## src/rtl/chan_router_pkg.sv

```systemverilog
// Shared constants and helpers for the channel router and its FIFOs.
package chan_router_pkg;

  localparam int         WR_FIFO_DEPTH      = 4;
  localparam int         RD_FIFO_DEPTH      = 2;
  localparam logic [7:0] UNMAPPED_READ_BYTE = 8'h00;

  // Ceiling log2; returns 0 for n <= 1.
  function automatic int clog2(input int n);
    int r;
    r = 0;
    while ((32'sd1 << r) < n) begin
      r = r + 1;
    end
    return r;
  endfunction

endpackage

```

## src/rtl/chan_router_if.sv

```systemverilog
// Host channel bus plus per-endpoint byte streams seen by the router.
interface chan_router_if #(
  parameter int NUM_EP = 4
);

  logic [6:0]          chanAddr_in;
  logic [7:0]          chanData_in;
  logic                chanWrite_in;
  logic                chanGotRoom_out;
  logic [7:0]          chanData_out;
  logic                chanRead_in;
  logic                chanGotData_out;
  logic [8*NUM_EP-1:0] epWrData_out;
  logic [NUM_EP-1:0]   epWrValid_out;
  logic [NUM_EP-1:0]   epWrReady_in;
  logic [8*NUM_EP-1:0] epRdData_in;
  logic [NUM_EP-1:0]   epRdValid_in;
  logic [NUM_EP-1:0]   epRdReady_out;

  // Router side.
  modport slave (
    input  chanAddr_in, chanData_in, chanWrite_in, chanRead_in,
    input  epWrReady_in, epRdData_in, epRdValid_in,
    output chanGotRoom_out, chanData_out, chanGotData_out,
    output epWrData_out, epWrValid_out, epRdReady_out
  );

  // Comm block and endpoints side.
  modport master (
    output chanAddr_in, chanData_in, chanWrite_in, chanRead_in,
    output epWrReady_in, epRdData_in, epRdValid_in,
    input  chanGotRoom_out, chanData_out, chanGotData_out,
    input  epWrData_out, epWrValid_out, epRdReady_out
  );

endinterface

```

## src/rtl/chan_fifo.sv

```systemverilog
// Small synchronous FIFO with registered count/full/empty flags.
// Push while full and pop while empty are ignored.
module chan_fifo
  import chan_router_pkg::*;
#(
  parameter int WIDTH = 8,
  parameter int DEPTH = 2,
  localparam int CNT_W = clog2(DEPTH + 1),
  localparam int PTR_W = (DEPTH > 1) ? clog2(DEPTH) : 1
) (
  input  logic             clk_i,
  input  logic             rst_n_i,
  input  logic             push_i,
  input  logic             pop_i,
  input  logic [WIDTH-1:0] data_i,
  output logic [WIDTH-1:0] data_o,
  output logic [CNT_W-1:0] count_o,
  output logic             full_o,
  output logic             empty_o
);

  logic [WIDTH-1:0] mem_q [DEPTH];
  logic [PTR_W-1:0] wr_ptr_q, wr_ptr_d;
  logic [PTR_W-1:0] rd_ptr_q, rd_ptr_d;
  logic [CNT_W-1:0] count_q, count_d;
  logic             full_q, full_d;
  logic             empty_q, empty_d;
  logic             do_push_s, do_pop_s;

  // Pointer advance that wraps modulo DEPTH.
  function automatic logic [PTR_W-1:0] ptr_inc(input logic [PTR_W-1:0] p);
    if (p == PTR_W'(DEPTH - 1)) begin
      return {PTR_W{1'b0}};
    end else begin
      return p + PTR_W'(1);
    end
  endfunction

  // Next-state for pointers, occupancy and flags.
  always_comb begin
    do_push_s = push_i & ~full_q;
    do_pop_s  = pop_i & ~empty_q;
    wr_ptr_d  = do_push_s ? ptr_inc(wr_ptr_q) : wr_ptr_q;
    rd_ptr_d  = do_pop_s ? ptr_inc(rd_ptr_q) : rd_ptr_q;
    case ({do_push_s, do_pop_s})
      2'b10:   count_d = count_q + CNT_W'(1);
      2'b01:   count_d = count_q - CNT_W'(1);
      default: count_d = count_q;
    endcase
    full_d  = (count_d == CNT_W'(DEPTH));
    empty_d = (count_d == {CNT_W{1'b0}});
  end

  // State and storage registers; reset empties the FIFO.
  always_ff @(posedge clk_i) begin
    if (!rst_n_i) begin
      wr_ptr_q <= {PTR_W{1'b0}};
      rd_ptr_q <= {PTR_W{1'b0}};
      count_q  <= {CNT_W{1'b0}};
      full_q   <= 1'b0;
      empty_q  <= 1'b1;
      for (int i = 0; i < DEPTH; i++) begin
        mem_q[i] <= {WIDTH{1'b0}};
      end
    end else begin
      wr_ptr_q <= wr_ptr_d;
      rd_ptr_q <= rd_ptr_d;
      count_q  <= count_d;
      full_q   <= full_d;
      empty_q  <= empty_d;
      if (do_push_s) begin
        mem_q[wr_ptr_q] <= data_i;
      end
    end
  end

  assign data_o  = mem_q[rd_ptr_q];
  assign count_o = count_q;
  assign full_o  = full_q;
  assign empty_o = empty_q;

endmodule

```

## src/rtl/chan_router.sv

```systemverilog
// Routes the FX2 host channel bus to NUM_EP byte-stream endpoints.
// Host-facing outputs depend only on FIFO registers, chanAddr_in and reset.
module chan_router
  import chan_router_pkg::*;
#(
  parameter int NUM_EP    = 4,
  parameter int BASE_CHAN = 0
) (
  input logic          fx2Clk_in,
  input logic          reset_in,
  chan_router_if.slave bus
);

  localparam int IDX_W    = (clog2(NUM_EP) < 1) ? 1 : clog2(NUM_EP);
  localparam int WR_W     = IDX_W + 8;
  localparam int WR_CNT_W = clog2(WR_FIFO_DEPTH + 1);
  localparam int RD_CNT_W = clog2(RD_FIFO_DEPTH + 1);

  logic [7:0]          addr_off_s;
  logic                hit_s;
  logic [IDX_W-1:0]    idx_s;

  logic                wr_push_s, wr_pop_s;
  logic [WR_W-1:0]     wr_din_s, wr_head_s;
  logic [IDX_W-1:0]    wr_head_idx_s;
  logic [WR_CNT_W-1:0] wr_count_s;
  logic                wr_full_s, wr_empty_s;

  logic [NUM_EP-1:0]   rd_push_s, rd_pop_s;
  logic [7:0]          rd_head_s  [NUM_EP];
  logic [RD_CNT_W-1:0] rd_count_s [NUM_EP];
  logic [NUM_EP-1:0]   rd_full_s, rd_empty_s;

  // Channel address decode; addresses below BASE_CHAN wrap and miss.
  always_comb begin
    addr_off_s = {1'b0, bus.chanAddr_in} - 8'(BASE_CHAN);
    hit_s      = ({1'b0, bus.chanAddr_in} >= 8'(BASE_CHAN)) && (addr_off_s < 8'(NUM_EP));
    idx_s      = addr_off_s[IDX_W-1:0];
  end

  chan_fifo #(.WIDTH(WR_W), .DEPTH(WR_FIFO_DEPTH)) u_wr_fifo (
    .clk_i   (fx2Clk_in),
    .rst_n_i (reset_in),
    .push_i  (wr_push_s),
    .pop_i   (wr_pop_s),
    .data_i  (wr_din_s),
    .data_o  (wr_head_s),
    .count_o (wr_count_s),
    .full_o  (wr_full_s),
    .empty_o (wr_empty_s)
  );

  for (genvar g = 0; g < NUM_EP; g++) begin : g_rd
    chan_fifo #(.WIDTH(8), .DEPTH(RD_FIFO_DEPTH)) u_rd_fifo (
      .clk_i   (fx2Clk_in),
      .rst_n_i (reset_in),
      .push_i  (rd_push_s[g]),
      .pop_i   (rd_pop_s[g]),
      .data_i  (bus.epRdData_in[8*g +: 8]),
      .data_o  (rd_head_s[g]),
      .count_o (rd_count_s[g]),
      .full_o  (rd_full_s[g]),
      .empty_o (rd_empty_s[g])
    );
  end

  assign wr_head_idx_s = wr_head_s[WR_W-1:8];

  // FIFO strobes, endpoint steering and host output muxing, all forced idle in reset.
  always_comb begin
    wr_din_s             = {idx_s, bus.chanData_in};
    wr_push_s            = 1'b0;
    wr_pop_s             = 1'b0;
    rd_push_s            = {NUM_EP{1'b0}};
    rd_pop_s             = {NUM_EP{1'b0}};
    bus.epWrValid_out    = {NUM_EP{1'b0}};
    bus.epWrData_out     = {(8*NUM_EP){1'b0}};
    bus.epRdReady_out    = {NUM_EP{1'b0}};
    bus.chanGotRoom_out  = 1'b0;
    bus.chanGotData_out  = 1'b0;
    bus.chanData_out     = 8'h00;
    if (reset_in) begin
      wr_push_s = bus.chanWrite_in & hit_s & ~wr_full_s;
      for (int i = 0; i < NUM_EP; i++) begin
        // Only the head entry is presented; later entries wait behind it.
        if (!wr_empty_s && (wr_head_idx_s == IDX_W'(i))) begin
          bus.epWrValid_out[i]       = 1'b1;
          bus.epWrData_out[8*i +: 8] = wr_head_s[7:0];
          wr_pop_s                   = bus.epWrReady_in[i];
        end else begin
          bus.epWrValid_out[i]       = 1'b0;
        end
        bus.epRdReady_out[i] = ~rd_full_s[i];
        rd_push_s[i]         = bus.epRdValid_in[i] & ~rd_full_s[i];
        rd_pop_s[i]          = hit_s & (idx_s == IDX_W'(i)) & bus.chanRead_in & ~rd_empty_s[i];
      end
      if (hit_s) begin
        bus.chanGotRoom_out = (wr_count_s < WR_CNT_W'(WR_FIFO_DEPTH));
        bus.chanGotData_out = (rd_count_s[idx_s] != {RD_CNT_W{1'b0}});
        bus.chanData_out    = rd_head_s[idx_s];
      end else begin
        // Unmapped channels swallow writes and read as a constant byte.
        bus.chanGotRoom_out = 1'b1;
        bus.chanGotData_out = 1'b1;
        bus.chanData_out    = UNMAPPED_READ_BYTE;
      end
    end else begin
      wr_push_s = 1'b0;
    end
  end

endmodule
```

## src/flat_wrapper.sv

```systemverilog
// flat-port wrapper written by rule: the top's interface ports become plain ports
module chan_router_flat import chan_router_pkg::*;
#(
  parameter int NUM_EP    = 4,
  parameter int BASE_CHAN = 0
)
  (fx2Clk_in, reset_in, bus_chanAddr_in, bus_chanData_in, bus_chanWrite_in, bus_chanRead_in, bus_epWrReady_in, bus_epRdData_in, bus_epRdValid_in, bus_chanGotRoom_out, bus_chanData_out, bus_chanGotData_out, bus_epWrData_out, bus_epWrValid_out, bus_epRdReady_out);
  chan_router_if #(.NUM_EP(NUM_EP)) bus_i ();
  input logic fx2Clk_in;
  input logic reset_in;
  input wire logic [$bits(bus_i.chanAddr_in)-1:0] bus_chanAddr_in;
  input wire logic [$bits(bus_i.chanData_in)-1:0] bus_chanData_in;
  input wire logic [$bits(bus_i.chanWrite_in)-1:0] bus_chanWrite_in;
  input wire logic [$bits(bus_i.chanRead_in)-1:0] bus_chanRead_in;
  input wire logic [$bits(bus_i.epWrReady_in)-1:0] bus_epWrReady_in;
  input wire logic [$bits(bus_i.epRdData_in)-1:0] bus_epRdData_in;
  input wire logic [$bits(bus_i.epRdValid_in)-1:0] bus_epRdValid_in;
  output wire logic [$bits(bus_i.chanGotRoom_out)-1:0] bus_chanGotRoom_out;
  output wire logic [$bits(bus_i.chanData_out)-1:0] bus_chanData_out;
  output wire logic [$bits(bus_i.chanGotData_out)-1:0] bus_chanGotData_out;
  output wire logic [$bits(bus_i.epWrData_out)-1:0] bus_epWrData_out;
  output wire logic [$bits(bus_i.epWrValid_out)-1:0] bus_epWrValid_out;
  output wire logic [$bits(bus_i.epRdReady_out)-1:0] bus_epRdReady_out;
  assign bus_i.chanAddr_in = bus_chanAddr_in;
  assign bus_i.chanData_in = bus_chanData_in;
  assign bus_i.chanWrite_in = bus_chanWrite_in;
  assign bus_i.chanRead_in = bus_chanRead_in;
  assign bus_i.epWrReady_in = bus_epWrReady_in;
  assign bus_i.epRdData_in = bus_epRdData_in;
  assign bus_i.epRdValid_in = bus_epRdValid_in;
  assign bus_chanGotRoom_out = bus_i.chanGotRoom_out;
  assign bus_chanData_out = bus_i.chanData_out;
  assign bus_chanGotData_out = bus_i.chanGotData_out;
  assign bus_epWrData_out = bus_i.epWrData_out;
  assign bus_epWrValid_out = bus_i.epWrValid_out;
  assign bus_epRdReady_out = bus_i.epRdReady_out;
  chan_router #(.NUM_EP(NUM_EP), .BASE_CHAN(BASE_CHAN)) u_core (.fx2Clk_in(fx2Clk_in), .reset_in(reset_in), .bus(bus_i));
endmodule
```

## config.mk

```make
export PLATFORM = sky130hd
export DESIGN_NAME = chan_router_flat
export DESIGN_NICKNAME = d
export VERILOG_FILES = /design/src/rtl/chan_router_pkg.sv /design/src/rtl/chan_router_if.sv /design/src/rtl/chan_fifo.sv /design/src/rtl/chan_router.sv /design/src/flat_wrapper.sv
export SDC_FILE = /design/constraint.sdc
export NUM_CORES = 1
export LEC_CHECK = 0
export CAP_MARGIN = 20
export CORE_ASPECT_RATIO = 2
export CORE_MARGIN = 4
export CORE_UTILIZATION = 31
export CTS_BUF_LIST = sky130_fd_sc_hd__clkbuf_8
export DETAILED_ROUTE_END_ITERATION = 6
export PLACE_DENSITY = 0.57
export SLEW_MARGIN = 5
export SYNTH_ARGS = -nofsm -noshare
export SYNTH_HDL_FRONTEND = slang
export SYNTH_SLANG_ARGS = --single-unit
```

## constraint.sdc

```tcl
create_clock -name fx2Clk_in -period 7.3 [get_ports fx2Clk_in]
set_input_delay 2.19 -clock fx2Clk_in [delete_from_list [all_inputs] [get_ports fx2Clk_in]]
set_output_delay 2.19 -clock fx2Clk_in [all_outputs]
set_load 0.02 [all_outputs]
```

==> impl_metrics.json <==
{
  "synth_top_area_share_pct": 46.4,
  "intPower_mw": 1.39,
  "max-slew-margin-rel_pct": 49.8,
  "antenna_found_initial": 0,
  "gp_congestion": 0.720,
  "n_antenna_cell": 0,
  "h-tree-depth": 4,
  "wire_per_inst_um": 16.8,
  "grt_pass1_vias": 4509,
  "ant_nets": 0,
  "dr.max_layer_used": "met4",
  "swShare_pct": 22.0,
  "synth_warnings": 0,
  "slew_viol_final": 0,
  "finalCriticalPeriod_ns": 6.73,
  "clock_sinks": 143,
  "setup_viol": 0,
  "start_util_pct": 31.3,
  "synthTopCellsByCount": "and2_1, edfxtp_1, mux2i_1",
  "avgSynthCellArea_um2": 12.9,
  "syn_area_um2": 6730,
  "tightest_slew_ns": 0.750,
  "dominantRegCellSynth": "edfxtp_1",
  "wl_met1_um": 5120,
  "worstPathMaxFanout": 8,
  "syn_inst": 520,
  "core_um2": 21500,
  "synthArstFlopShare_pct": 0,
  "synth.distinct_cells": 44,
  "cts_tree": "done",
  "wirelength_um": 15500,
  "pwr_density_cell_nw_per_um2": 208,
  "row_count": 76,
  "finalInstanceArea_um2": 8590,
  "end_kind": "output port",
  "post-cts-setup-buffer-count": 0,
  "area_growth_pct": 27.8,
  "synth_top_area_cell": "edfxtp_1",
  "clock_skew_ns": 0.0105,
  "pwr-share-comb_pct": 8.4,
  "grt_max_degree": 28,
  "dpl.hpwl_um": 12400,
  "placed_cell_area_um2": 8130,
  "cellLeakagePower_nw": 3.04,
  "clock_latency_ns": 0.44,
  "drc": 0,
  "outcome": "finished clean",
  "pwr-share-clk_pct": 39.6,
  "hold_path.class": "register to register",
  "cts.path.max_buffers": 2,
  "yosys-top-cells-area": "edfxtp_1, and2_1, dfxtp_1",
  "ir_drop_v": 0.0000944,
  "ys_ff_latch": 143,
  "die_y_um": 216,
  "yosysMostFrequentCell": "and2_1",
  "die-area_um2": 24300,
  "ctsHoldBuffers": 0,
  "ys_seq_area_share_pct": 58.0,
  "io_buffer_count": 108,
  "clk_pin_slew_worst_paths_ns": 0.08,
  "finish.net_count": 704,
  "die_x_um": 112,
  "grtUsageTotal_pct": 13.2,
  "cap_violations": 0,
  "vias": 4201,
  "drt-initial-drc-count": 185,
  "cts_buffers": 17,
  "startpoint_type": "input pin",
  "rsz0062_at_grt": "false",
  "max_freq_mhz": 149,
  "tns_ns": 0,
  "ios": 109,
  "cts_resized": 0,
  "synth_edf_count": 104,
  "root_buffer": "clkbuf_8",
  "via_per_inst": 4.55,
  "path_class": "input pin to output port",
  "wl_met3_um": 578,
  "fin_crit_sh_pct": 92.1,
  "cp_data_required_time_ns": 5.11,
  "drive_gt1_share_pct": 12.0,
  "power.share.sequential_pct": 52.0,
  "p_sw_mw": 0.393,
  "cp.arrival_ns": 4.54,
  "overflow": 0,
  "grt_pass1_wl_um": 24400,
  "synth_nets": 587,
  "finalHoldViolCount": 0,
  "route.met2.wl_um": 9330,
  "drt-pass1-iter-count": 4
}
[critical path, stage by stage]
cell             delay, ns
clkdlybuf4s50_1       0.42
or4_4                 0.56
nor2_1                0.18
nand2_1               0.32
nor2_1                0.21
clkdlybuf4s50_1       0.64
[path summary, 6_finish.rpt]
| kind | cells after the start | startpoint | slack, ns | endpoint |
|---|---|---|---|---|
| max | 6 | bus_chanAddr_in[6] | 0.57 | bus_chanData_out[2] |
| min reg2reg | 1 | u_core.g_rd[0].u_rd_fifo.rd_ptr_q | 0.48 | u_core.g_rd[0].u_rd_fifo.rd_ptr_q |
| max reg2reg | 11 | register | 3.31 | u_core.u_wr_fifo.full_o |
| min | 1 | u_core.g_rd[0].u_rd_fifo.rd_ptr_q | 0.48 | u_core.g_rd[0].u_rd_fifo.rd_ptr_q |
[metrics by stage]
step,total power [mW],cells,hold WS [ns],worst slack (ns),utilization [%]
floorplan,1.02,520,0.437,1.37,-
global placement,1.10,889,0.449,0.513,37.8
detailed placement,1.10,889,0.453,0.512,37.8
CTS,1.81,921,0.480,0.503,39.9
global route,1.86,923,0.520,0.435,40.0
finish,1.79,923,0.479,0.573,40.0
[registers in the layout, indices dropped and copies added (netlist names), named ones only]
name and cells:
u_core.u_wr_fifo.rd_ptr_q 2, u_core.g_rd.u_rd_fifo.wr_ptr_q 4, u_core.u_wr_fifo.wr_ptr_q 2, u_core.u_wr_fifo.full_o 1, u_core.g_rd.u_rd_fifo.count_o 8, u_core.g_rd.u_rd_fifo.mem_q 64
u_core.g_rd.u_rd_fifo.rd_ptr_q 4, u_core.u_wr_fifo.mem_q 40, u_core.g_rd.u_rd_fifo.empty_o 4, u_core.u_wr_fifo.empty_o 1, u_core.g_rd.u_rd_fifo.full_o 4, u_core.u_wr_fifo.count_o 3
[cells in the final DEF (no fill, tap or decap), types with 5 or more instances in the layout]
master,synthesis,routed
and2_1,144,144
clkdlybuf4s50_1,0,108
edfxtp_1,104,104
mux2i_1,44,44
dfxtp_1,39,39
nor2_1,29,29
mux4_2,18,18
nand2_1,17,17
clkbuf_8,0,17
nand2b_1,11,11
buf_4,1,11
o21ai_0,10,10
xor2_1,10,10
a21oi_1,9,9
xnor2_1,8,8
nor2b_1,7,7
ha_1,7,7
inv_1,4,5
bufinv_16,0,5
[power by group through the flow]
stage | Combinational [mW] | Sequential [mW] | Clock, mW
6_report | 0.151 | 0.928 | 0.708
5_1_grt | 0.164 | 0.932 | 0.763
4_1_cts | 0.154 | 0.929 | 0.725
3_5_place_dp | 0.153 | 0.948 | 0
3_3_place_gp | 0.150 | 0.945 | 0
2_1_floorplan | 0.0796 | 0.942 | 0
[per-layer routing]
layer,track usage (%),up-vias
li1,-,2061
met1,12.0,2011
met2,27.1,106
met3,2.65,23
met4,5.78,0
met5,0,-
[cells by family (layout without fill, tap and decap cells)]
family          after synthesis  in the layout  synth area share [%]
compound gates               23             23                  1.93
xor+xnor                     18             18                  2.34
mux                          62             62                  12.6
simple gates                237            237                  21.7
flops                       143            143                  58.0
buf+inv                      29            159                  1.84
fa+ha+maj                     8              8                  1.60
[area by class of cell]
class	count	area, um2
clock buffers	17	234
clock inverters	15	219
fillers	2094	12900
inverters	6	22.5
multi-input cells	348	2700
flip-flops and latches	143	3900
well taps	273	342
repair buffers	121	1170
No activity file was read; power rests on OpenSTA's default activity.
==> RTL edit 1 (same settings) <==
`NUM_EP` is set to 4 in 3 places; all go to 8.
--- a/src/rtl/chan_router_if.sv
+++ b/src/rtl/chan_router_if.sv
@@ -2,3 +2,3 @@
 interface chan_router_if #(
-  parameter int NUM_EP = 4
+  parameter int NUM_EP = 8
 );
--- a/src/rtl/chan_router.sv
+++ b/src/rtl/chan_router.sv
@@ -5,3 +5,3 @@
 #(
-  parameter int NUM_EP    = 4,
+  parameter int NUM_EP    = 8,
   parameter int BASE_CHAN = 0
--- a/src/flat_wrapper.sv
+++ b/src/flat_wrapper.sv
@@ -3,3 +3,3 @@
 #(
-  parameter int NUM_EP    = 4,
+  parameter int NUM_EP    = 8,
   parameter int BASE_CHAN = 0
Ports: changed (6 resized); port bits go from 109 to 189. No check against the original RTL was run, so the function may have changed too.
==> RTL edit 1 against the unedited design <==
- combinational power is 80% higher
- die area is 62% higher
- fmax is 4.0% lower
- sequential cell count is 96 higher
- power is 71% higher
- synthesized area is 65% higher
- wire length is 100% higher
- design area is 67% higher
- setup slack worse by 280 ps
- register-to-register slack worse by 390 ps
- final cell count is 78% higher
- largest power group unchanged
==> RTL edit 1: results (changes against the unedited design) <==
stage	metric	value	unit	change
clocking	clk_lat worst skew	550	ps	was 440 ps
worst_setup_path	setup slack, reg-to-reg	2920	ps	was 3310 ps
worst_setup_path	Crit path largest cell delay	680	ps	was 640 ps
global_route	initial antenna violation count	1		was 0
clocking	CTS max path bufs	3		was 2
worst_setup_path	family with the most delay on the worst path	buffers and inverters		was simple AND/OR/NAND/NOR gates
clocking	Clk pin slew, worst setup/hold paths	60	ps	was 80 ps
global_route	first-pass GRT wire length	46200	um	was 24400 um
pwr	internal power	2.34	mW	was 1.39 mW
status	status	complete, no violations		unchanged
pwr	Peak VDD IR	0.158	mV	was 0.0944 mV
global_route	largest net degree at the start of global routing	81		was 28
placed_design	hpwl dp	23900	um	was 12400 um
timing	Fin Clk Skew	37.0	ps	was 10.5 ps
cells_and_area	FF+latch count	239		was 143
timing	Hold WS	502	ps	was 479 ps
timing	slew at the pin with the worst max-slew slack	798	ps	was 750 ps
pwr	leakage	5.23	nW	was 3.04 nW
clocking	Num CTS Buffers	37		was 17
pwr	clk pwr	1.23	mW	was 708 uW
route	met3 WL	1330	um	was 578 um
cells_and_area	inverters	13		was 6
cells_and_area	Multi-In Gates	673		was 348
global_route	routing usage on met3	2.40	%	was 2.65%
hold_path	hold depth	2		was 1
worst_setup_path	CP Capture Point	bus_chanData_out[0]		was bus_chanData_out[2]
pwr	P_seq	1.56	mW	was 928 uW
yosys	EDFF count, synth	172		was 104
global_route	gr usage total	15.5	%	was 13.2%
placed_design	dpl ws	289	ps	was 512 ps
cells_and_area	clock buffer count	40		was 17
cells_and_area	non-clock buffer count	207		was 121
worst_setup_path	Reg2Reg Depth	12		was 11
cells_and_area	Total Nets Final	1282		was 704
==> RTL edit 1: cell types whose count changed after synthesis, sizes merged, moves of 24 or more <==
cell and delta:
nor2b +30, nor2 +59, clkbuf +24, and2 +62
a211oi +24, dfxtp +28, edfxtp +68, nor3 +26
==> RTL edit 1: cell families (layout without fill, tap and decap cells) <==
| kind of cell | Yosys count | count (layout) | synth area share [%] |
|---|---|---|---|
| other cells | 0 | 1 | 0 |
| compound gates | 119 | 119 | 6.87 |
| mux | 73 | 73 | 7.00 |
| simple gates | 443 | 443 | 22.0 |
| xor+xnor | 26 | 26 | 2.05 |
| buf+inv | 63 | 288 | 2.21 |
| flops | 239 | 239 | 58.4 |
| fa+ha+maj | 12 | 12 | 1.42 |
==> RTL edit 1: tightest hold or removal path: cells and delay by family (launching register included) <==
kind,cells,cell delay (ps)
multiplexers,1,70
AND/OR/NAND/NOR,1,50
flip-flops,1,320
==> RTL edit 2 (same flow settings) <==
Made on the original files. Make the reset (`rst_n_i`) asynchronous in one clocked block.
--- a/src/rtl/chan_fifo.sv
+++ b/src/rtl/chan_fifo.sv
@@ -54,3 +54,3 @@
   // State and storage registers; reset empties the FIFO.
-  always_ff @(posedge clk_i) begin
+  always_ff @(posedge clk_i or negedge rst_n_i) begin
     if (!rst_n_i) begin
Formal check against the unedited RTL: no difference found for any inputs over 4 cycles, from zero or initial values and one cycle with reset_in low; that may be too few to reach the edited logic, so the function may still have changed.
==> RTL edit 2 against the unedited design <==
- sequential cell count is 6 lower
- largest cell class unchanged
- via count shrank 3.0%
- setup slack got worse by 23 ps
- critical endpoint is now bus_chanData_out[7]
- synthesized area shrank 4.4%
- count of clock-buffer cells in the layout increased by 2
- hold slack better by 24 ps
- wire length is 0.13% lower
- highest routed layer is now met5
- design area fell by 3.6%
- register-to-register slack gained 350 ps
Power is not compared: it rests on default switching activity, and its combinational part moved more than twofold at a synthesized area within 25%.
==> RTL edit 2: results (changes against the unedited design) <==
stage	metric	value	unit	change
clocking	Num CTS Buffers	17		unchanged
global_route	gr usage total	14.1	%	was 13.2%
worst_setup_path	Slowest-stage cell, CP	clkdlybuf4s50_1		unchanged
clocking	CTS max path bufs	2		unchanged
global_route	first-pass GRT wire length	24700	um	was 24400 um
route	Avg WL per Cell	18.0	um	was 16.8 um
yosys	async set or reset register ratio after synthesis	100	%	was 0%
global_route	number of global-route vias before repair	4577		was 4509
yosys	Mapped Nets	530		was 587
route	Vias/cell	4.74		was 4.55
placed_design	gpl congestion	0.747		was 0.720
global_route	largest net degree at the start of global routing	140		was 28
yosys	synth cell count leaders	132 x dfrtp_1, 106 x mux2_2, 35 x mux2i_1, 32 x and2_1, 31 x nor2_1		was 144 x and2_1, 104 x edfxtp_1, 44 x mux2i_1, 39 x dfxtp_1, 29 x nor2_1
yosys	top area cells in the synthesized netlist	dfrtp_1 51%, mux2_2 19%, mux4_2 6.3%		was edfxtp_1 46%, and2_1 13%, dfxtp_1 12%
worst_setup_path	CP Data Arrival Time	4560	ps	was 4540 ps
status	status	complete, no violations		unchanged
timing	slew margin rel.	38.2	%	was 49.8%
timing	Fin Clk Skew	9.16	ps	was 10.5 ps
route	Pre-Repair DR Iteration Count	5		was 4
cells_and_area	Total Nets Final	651		was 704
placed_design	hpwl dp	11800	um	was 12400 um
global_route	initial antenna violation count	1		was 0
yosys	Seq/Total Area, Yosys	53.4	%	was 58.0%
route	Starting DRT DRC Count	174		was 185
yosys	Yosys cell types	33		was 44
cells_and_area	fill cell count	1948		was 2094
yosys	most used flip-flop cell after synthesis	dfrtp_1		was edfxtp_1
cells_and_area	share of post-route cells with drive strength above 1	29.3	%	was 12.0%
## RTL edit 2: changes by cell type after synthesis, sizes merged, moves of 9 or more
cell and change:
edfxtp -104, mux2 +106, nand2b -10, dfxtp -39, and2 -112, dfrtp +132
mux2i -9
## RTL edit 2: cells by family after synthesis
family / synth area share, %
AO/OA/AOI/OAI: 0.681
AND/OR/NAND/NOR: 9.01
flip-flops: 53.4
XOR/XNOR: 3.13
adder cells (fa/ha/maj): 2.26
buffers and inverters: 1.17
multiplexers: 30.3
## RTL edit 2: metrics by stage
| step | area [sq um] | power (mW) | setup WS, ps | cells |
|---|---|---|---|---|
| 3_5_place_dp | 7850 | 1.95 | 461 | 828 |
| 4_1_cts | 8290 | 2.64 | 457 | 860 |
| 2_1_floorplan | 6430 | 1.71 | 1560 | 460 |
| 6_report | 8290 | 2.60 | 550 | 860 |
| 5_1_grt | 8290 | 2.77 | 392 | 860 |
| 3_3_place_gp | 7850 | 1.91 | 507 | 828 |
## RTL edit 2: worst paths after layout
kind / depth (start not counted) / slack (ps) / start / to
max in group asynchronous: 2 / 4840 / reset_in / u_core.g_rd[0].u_rd_fifo.mem_q[1]
min in group asynchronous: 1 / 1530 / reset_in / u_core.u_wr_fifo.rd_ptr_q[1]
hold reg to reg: 1 / 500 / u_core.g_rd[1].u_rd_fifo.wr_ptr_q / u_core.g_rd[1].u_rd_fifo.wr_ptr_q
hold / removal: 1 / 500 / u_core.g_rd[1].u_rd_fifo.wr_ptr_q / u_core.g_rd[1].u_rd_fifo.wr_ptr_q
setup reg to reg: 10 / 3660 / u_core.u_wr_fifo.rd_ptr_q[0] / u_core.u_wr_fifo.full_o
setup / recovery: 6 / 550 / bus_chanAddr_in[6] / bus_chanData_out[7]
## RTL edit 2: final cells by class
type	instances	area share [%]
multi-input cells	303	35.2
flip-flops and latches	137	41.4
repair buffers	112	13.6
clock inverters	13	2.14
clock buffers	19	3.16
inverters	10	0.453
well taps	266	4.02
## RTL edit 2: worst register-to-register path, delay by kind of cell, from the launching register on
family	cells	cell delay, ps
fa+ha+maj	2	650
buf+inv	1	60
compound gates	1	400
xor+xnor	2	380
flops	1	820
simple gates	3	650
mux	1	610
## RTL edit 2: where the power goes
| part | switching [mW] | leakage [nW] | total (mW) | internal, mW |
|---|---|---|---|---|
| registers | 0.186 | 1.70 | 1.23 | 1.04 |
| logic | 0.280 | 1.57 | 0.693 | 0.413 |
| clock network | 0.292 | 0.220 | 0.679 | 0.388 |
| total | 0.758 | 3.49 | 2.60 | 1.84 |
## RTL edit 2: routing by layer
metal,track usage [%],vias to the layer above,part of all wire (%)
met5,0,-,0.084
met2,27.4,96,59
li1,-,1869,-
met1,14.4,2090,35
met3,3.14,17,4.4
met4,4.43,2,1.6
